===== src/rtl/div_pkg.sv =====
// Shared types and configuration helpers for the pipelined divider.
package div_pkg;

    localparam int unsigned MIN_WIDTH = 4;

    // Per-transaction qualifiers carried alongside the operands
    typedef struct packed {
        logic quo_neg;
        logic rem_neg;
        logic div0;
        logic ovf;
    } div_flags_t;

    // Request-to-result latency in cycles: entry stage plus one register per iteration stage
    function automatic int unsigned div_latency(input int unsigned width, input int unsigned bps);
        return (bps == 0) ? 0 : (width / bps) + 1;
    endfunction

    // Legal configuration: wide enough, even, and split evenly into stages
    function automatic bit div_cfg_ok(input int unsigned width, input int unsigned bps);
        return (width >= MIN_WIDTH) && ((width % 2) == 0) && (bps != 0) && ((width % bps) == 0);
    endfunction

endpackage


===== src/rtl/div_stage.sv =====
// One iteration stage: BITS_PER_STAGE restoring steps followed by a stage register.
module div_stage
    import div_pkg::*;
#(
    parameter int unsigned WIDTH          = 16,
    parameter int unsigned BITS_PER_STAGE = 2,
    parameter int unsigned TAG_W          = 4
) (
    input  logic               clk,
    input  logic               rst_n,
    input  logic               en,
    input  logic               prev_valid,
    input  logic [WIDTH:0]     prev_rem,
    input  logic [WIDTH-1:0]   prev_dq,
    input  logic [WIDTH-1:0]   prev_dvs,
    input  div_flags_t         prev_flags,
    input  logic [TAG_W-1:0]   prev_tag,
    output logic               stage_valid,
    output logic [WIDTH:0]     stage_rem,
    output logic [WIDTH-1:0]   stage_dq,
    output logic [WIDTH-1:0]   stage_dvs,
    output div_flags_t         stage_flags,
    output logic [TAG_W-1:0]   stage_tag
);

    // dq holds the unconsumed dividend bits at the top and the quotient bits shifting in at the bottom
    logic [WIDTH:0]   rem_c;
    logic [WIDTH-1:0] dq_c;

    // Restoring steps: shift in next dividend bit, subtract divisor when it fits
    always_comb begin
        rem_c = prev_rem;
        dq_c  = prev_dq;
        for (int unsigned i = 0; i < BITS_PER_STAGE; i++) begin
            rem_c = {rem_c[WIDTH-1:0], dq_c[WIDTH-1]};
            dq_c  = {dq_c[WIDTH-2:0], 1'b0};
            if (rem_c >= {1'b0, prev_dvs}) begin
                rem_c    = rem_c - {1'b0, prev_dvs};
                dq_c[0]  = 1'b1;
            end
        end
    end

    // Stage register, advanced by the shared pipeline enable
    always_ff @(posedge clk or negedge rst_n) begin
        if (!rst_n) begin
            stage_valid <= 1'b0;
            stage_rem   <= '0;
            stage_dq    <= '0;
            stage_dvs   <= '0;
            stage_flags <= '0;
            stage_tag   <= '0;
        end else if (en) begin
            stage_valid <= prev_valid;
            stage_rem   <= rem_c;
            stage_dq    <= dq_c;
            stage_dvs   <= prev_dvs;
            stage_flags <= prev_flags;
            stage_tag   <= prev_tag;
        end
    end

endmodule


===== src/rtl/pipe_divider.sv =====
// Fully pipelined signed/unsigned restoring divider with tag sideband and global-stall flow control.
module pipe_divider
    import div_pkg::*;
#(
    parameter int unsigned WIDTH          = 16,
    parameter int unsigned BITS_PER_STAGE = 2,
    parameter int unsigned TAG_W          = 4
) (
    input  logic             clk_in,
    input  logic             rst_n_in,
    input  logic [WIDTH-1:0] dividend_in,
    input  logic [WIDTH-1:0] divisor_in,
    input  logic             signed_in,
    input  logic [TAG_W-1:0] tag_in,
    input  logic             valid_in,
    output logic             ready_in,
    output logic [WIDTH-1:0] quotient_out,
    output logic [WIDTH-1:0] remainder_out,
    output logic [TAG_W-1:0] tag_out,
    output logic             error_out,
    output logic             overflow_out,
    output logic             valid_out,
    input  logic             ready_out,
    output logic             busy_out
);

    localparam bit          CFG_OK = div_cfg_ok(WIDTH, BITS_PER_STAGE);
    localparam int unsigned N      = (BITS_PER_STAGE == 0) ? 1 : WIDTH / BITS_PER_STAGE;
    localparam logic [WIDTH-1:0] MIN_VAL = {1'b1, {(WIDTH-1){1'b0}}};

    // Reject unusable configurations at elaboration
    if (!CFG_OK) begin : g_cfg_check
        $fatal(1, "pipe_divider: WIDTH must be >= 4, even, and a multiple of BITS_PER_STAGE");
    end

    // Stage-boundary signals; index 0 is the entry register, index N the final stage
    logic             valid_a [N+1];
    logic [WIDTH:0]   rem_a   [N+1];
    logic [WIDTH-1:0] dq_a    [N+1];
    logic [WIDTH-1:0] dvs_a   [N+1];
    div_flags_t       flags_a [N+1];
    logic [TAG_W-1:0] tag_a   [N+1];

    logic             stall_c;
    logic             advance_c;

    logic             dvd_neg_c;
    logic             dvs_neg_c;
    logic [WIDTH-1:0] dvd_mag_c;
    logic [WIDTH-1:0] dvs_mag_c;
    div_flags_t       flags_c;

    logic             ent_valid;
    logic [WIDTH-1:0] ent_dvd;
    logic [WIDTH-1:0] ent_dvs;
    div_flags_t       ent_flags;
    logic [TAG_W-1:0] ent_tag;

    logic [WIDTH-1:0] quo_c;
    logic [WIDTH-1:0] rem_c;
    logic             busy_c;
    logic             unused_fin;

    // One global stall: a held result freezes every stage
    assign stall_c   = valid_out & ~ready_out;
    assign advance_c = ~stall_c;
    assign ready_in  = advance_c;

    // Entry: operand magnitudes and per-transaction flags
    always_comb begin
        dvd_neg_c       = signed_in & dividend_in[WIDTH-1];
        dvs_neg_c       = signed_in & divisor_in[WIDTH-1];
        dvd_mag_c       = dvd_neg_c ? -dividend_in : dividend_in;
        dvs_mag_c       = dvs_neg_c ? -divisor_in  : divisor_in;
        flags_c         = '0;
        flags_c.quo_neg = dvd_neg_c ^ dvs_neg_c;
        flags_c.rem_neg = dvd_neg_c;
        flags_c.div0    = (divisor_in == '0);
        flags_c.ovf     = signed_in & (dividend_in == MIN_VAL) & (divisor_in == '1);
    end

    // Entry stage register
    always_ff @(posedge clk_in or negedge rst_n_in) begin
        if (!rst_n_in) begin
            ent_valid <= 1'b0;
            ent_dvd   <= '0;
            ent_dvs   <= '0;
            ent_flags <= '0;
            ent_tag   <= '0;
        end else if (advance_c) begin
            ent_valid <= valid_in;
            ent_dvd   <= dvd_mag_c;
            ent_dvs   <= dvs_mag_c;
            ent_flags <= flags_c;
            ent_tag   <= tag_in;
        end
    end

    assign valid_a[0] = ent_valid;
    assign rem_a[0]   = '0;
    assign dq_a[0]    = ent_dvd;
    assign dvs_a[0]   = ent_dvs;
    assign flags_a[0] = ent_flags;
    assign tag_a[0]   = ent_tag;

    for (genvar g = 0; g < N; g++) begin : g_stage
        div_stage #(
            .WIDTH          (WIDTH),
            .BITS_PER_STAGE (BITS_PER_STAGE),
            .TAG_W          (TAG_W)
        ) u_stage (
            .clk         (clk_in),
            .rst_n       (rst_n_in),
            .en          (advance_c),
            .prev_valid  (valid_a[g]),
            .prev_rem    (rem_a[g]),
            .prev_dq     (dq_a[g]),
            .prev_dvs    (dvs_a[g]),
            .prev_flags  (flags_a[g]),
            .prev_tag    (tag_a[g]),
            .stage_valid (valid_a[g+1]),
            .stage_rem   (rem_a[g+1]),
            .stage_dq    (dq_a[g+1]),
            .stage_dvs   (dvs_a[g+1]),
            .stage_flags (flags_a[g+1]),
            .stage_tag   (tag_a[g+1])
        );
    end

    // Final remainder is always below the divisor, so its top bit and the divisor are not needed
    assign unused_fin = ^{rem_a[N][WIDTH], dvs_a[N]};

    // Sign fix-up and special-case overrides on the final stage
    always_comb begin
        quo_c = flags_a[N].quo_neg ? -dq_a[N] : dq_a[N];
        rem_c = flags_a[N].rem_neg ? -rem_a[N][WIDTH-1:0] : rem_a[N][WIDTH-1:0];
        if (flags_a[N].div0) begin
            quo_c = '1;
        end else if (flags_a[N].ovf) begin
            quo_c = MIN_VAL;
            rem_c = '0;
        end
    end

    // Occupancy across entry and iteration stages
    always_comb begin
        busy_c = 1'b0;
        for (int unsigned i = 0; i < N + 1; i++) begin
            busy_c = busy_c | valid_a[i];
        end
    end

    assign quotient_out  = quo_c;
    assign remainder_out = rem_c;
    assign tag_out       = tag_a[N];
    assign valid_out     = valid_a[N];
    assign error_out     = valid_a[N] & flags_a[N].div0;
    assign overflow_out  = valid_a[N] & flags_a[N].ovf;
    assign busy_out      = busy_c;

endmodule


===== config.mk =====
export PLATFORM = sky130hd
export DESIGN_NAME = pipe_divider
export DESIGN_NICKNAME = d
export VERILOG_FILES = /design/src/rtl/div_pkg.sv /design/src/rtl/div_stage.sv /design/src/rtl/pipe_divider.sv
export SDC_FILE = /design/constraint.sdc
export NUM_CORES = 2
export LEC_CHECK = 0
export CORE_MARGIN = 2
export CORE_UTILIZATION = 34
export DETAILED_ROUTE_END_ITERATION = 10
export PLACE_DENSITY = 0.51
export SYNTH_ARGS = -nofsm -noshare
export SYNTH_HDL_FRONTEND = slang
export SYNTH_HIERARCHICAL = 1
export SYNTH_SLANG_ARGS = --single-unit
export TNS_END_PERCENT = 50

===== constraint.sdc =====
create_clock -name clk_in -period 7.9 [get_ports clk_in]
set_input_delay 1.975 -clock clk_in [delete_from_list [all_inputs] [get_ports clk_in]]
set_output_delay 1.975 -clock clk_in [all_outputs]
set_load 0.005 [all_outputs]

==> results.tsv <==
metric	value	unit
timing.final.crit_share	0.720	
result_of_the_run	complete, no violations	
port_buffers	81	
holdCritPathClass	flop to flop	
grt_pass1_wl	146000	um
die-width	325	um
crit_top_cell	clkdlybuf4s50_1	
cts.repair_timing.setup_buffer_count	0	
timing.critical_path.to_type	output pin	
grt_start_max_net_pins	185	
max-cap-violations	0	
gr-usage-all-layers	0.169	
cts-root-buf	clkbuf_16	
num-nets-final	3998	
hold_violations	0	
design.portCount	82	
path_cells	clkdlybuf4s50_1 > nor2b_4 > inv_8 > clkdlybuf4s50_1	
worstSkewPairLatency	630	ps
drt_iter0_drc	1862	
average_size_of_a_mapped_cell	9.65	um^2
area_growth_from_synthesis_to_final_layout	11.5	%
start_kind	primary input	
detail_route.drc_violations	0	
final-setup-viol-count	0	
final_antenna_net_count	0	
layout_common_cells	481 x dfrtp_1, 349 x mux2_2, 309 x nor2_1	
setup.worst_path.class	primary input to output pin	
worst_ep_arrival_time	3720	ps
clock-sinks	481	
drt_pre_antenna_iters	5	
postRouteWirelength	90700	um
final.fill_count	10400	
final_period_minus_worst_setup_slack	5690	ps
routed_wire_length_per_instance	17.8	um
synthesis.yosys.warnings	6	
floorplan.core_area	102000	um^2
clock.fmax	0.176	GHz
timing_max_transition_violations_final	0	
numCtsBuffers	56	
layout.cells.most_common	dfrtp_1	
first_global_vias	25700	
worstMarginPinSlew	1150	ps
critical_path.top_delay_family	buffers and inverters	
count_of_buffering_cells_on_the_critical_path_with_inverters_included	3	
grt_overflow	0	
dp_hpwl	69800	um
syn_inst	3625	
clk_pin_slew	60	ps
master_of_the_slowest_instance_on_the_critical_path	clkdlybuf4s50_1	
max_slew_margin	0.234	
die_footprint	105000	um^2
start_util	0.343	
antenna_found_initial	2	
placement_rows	117	
routed-via-count	26600	
dieHeight	325	um
critPathRequiredTime	5930	ps
clock_tree.htree_level_count	2	
cts_tree	done	
gp_routability_congestion	0.889	
delay_of_the_slowest_cell_on_the_worst_path	630	ps
path_max_fanout	107	
grt_setup_unrepaired	no	
cts-resized-gates	0	
drive_gt1_frac	0.147	
vias_per_cell	5.21	
cts-root-to-sink-buffers	3	
mappedNetlistArea	35000	um^2
hold_buffers	0	
totalNegativeSetupSlack	0	ps
clock-skew-final	26.4	ps
-- layout make-up --
| type | count | area (um^2) | area share |
|---|---|---|---|
| Clock buffer | 75 | 1600 | 0.0411 |
| Multi-Input combinational cell | 2820 | 21500 | 0.551 |
| Sequential cell | 481 | 12000 | 0.309 |
| Inverter | 230 | 871 | 0.0223 |
| Tap cell | 1368 | 1710 | 0.0439 |
| Timing Repair Buffer | 91 | 953 | 0.0244 |
| Clock inverter | 31 | 338 | 0.00866 |
| Antenna cell | 1 | 2.50 | 0.0000642 |
-- flip-flops by register name, summed over array words and instances (netlist names) --
register                     cells
g_stage.u_stage/stage_valid      8
ent_dvs                         16
ent_flags                        4
ent_valid                        1
g_stage.u_stage/stage_dq       128
ent_dvd                         16
g_stage.u_stage/stage_flags     32
g_stage.u_stage/stage_rem      128
g_stage.u_stage/stage_dvs      112
g_stage.u_stage/stage_tag       32
ent_tag                          4
-- worst paths after layout --
kind	depth (start not counted)	to	slack [ps]	startpoint
setup / recovery	4	ready_in	2210	ready_out
hold / removal	2	ent_tag[3]	470	ent_tag[3]
setup reg to reg	16	g_stage[7].u_stage/stage_rem[8]	2320	g_stage[6].u_stage/stage_dvs[1]
hold reg to reg	2	ent_tag[3]	470	ent_tag[3]
max in group asynchronous	2	g_stage[0].u_stage/stage_rem[3]	5040	rst_n_in
min in group asynchronous	1	g_stage[4].u_stage/stage_rem[8]	1400	rst_n_in
-- through the flow --
step / hold slack, ps / cells / instance area, um^2 / utilization / setup slack [ps]
final: 471 / 5097 / 39000 / 0.383 / 2210
after global routing: 504 / 5096 / 39000 / 0.383 / 1940
after CTS: 472 / 5096 / 39000 / 0.383 / 2200
after detailed placement: 455 / 4990 / 37100 / 0.364 / 2200
after global placement: 455 / 4990 / 37100 / 0.364 / 2190
after floorplan: 433 / 3657 / 35100 / - / 3270
-- worst reg2reg max path, delay by kind of cell (launching register included) --
family,cells,cell delay (ps)
AO/OA/AOI/OAI,8,2390
adder cells (fa/ha/maj),2,660
buffers and inverters,2,420
flip-flops,1,370
multiplexers,1,300
AND/OR/NAND/NOR,3,1320
-- routing by layer --
metal  GRT usage  up-vias  share of wire
met1       0.244    12800           0.49
met3      0.0190      105          0.033
met2       0.272      382           0.45
li1            -    13200              -
met4      0.0385        0          0.020
met5           0        -              0
Power is left out: the tool's default activity adds up to more than one toggle a clock period on the data nets, which glitch-free logic cannot reach.
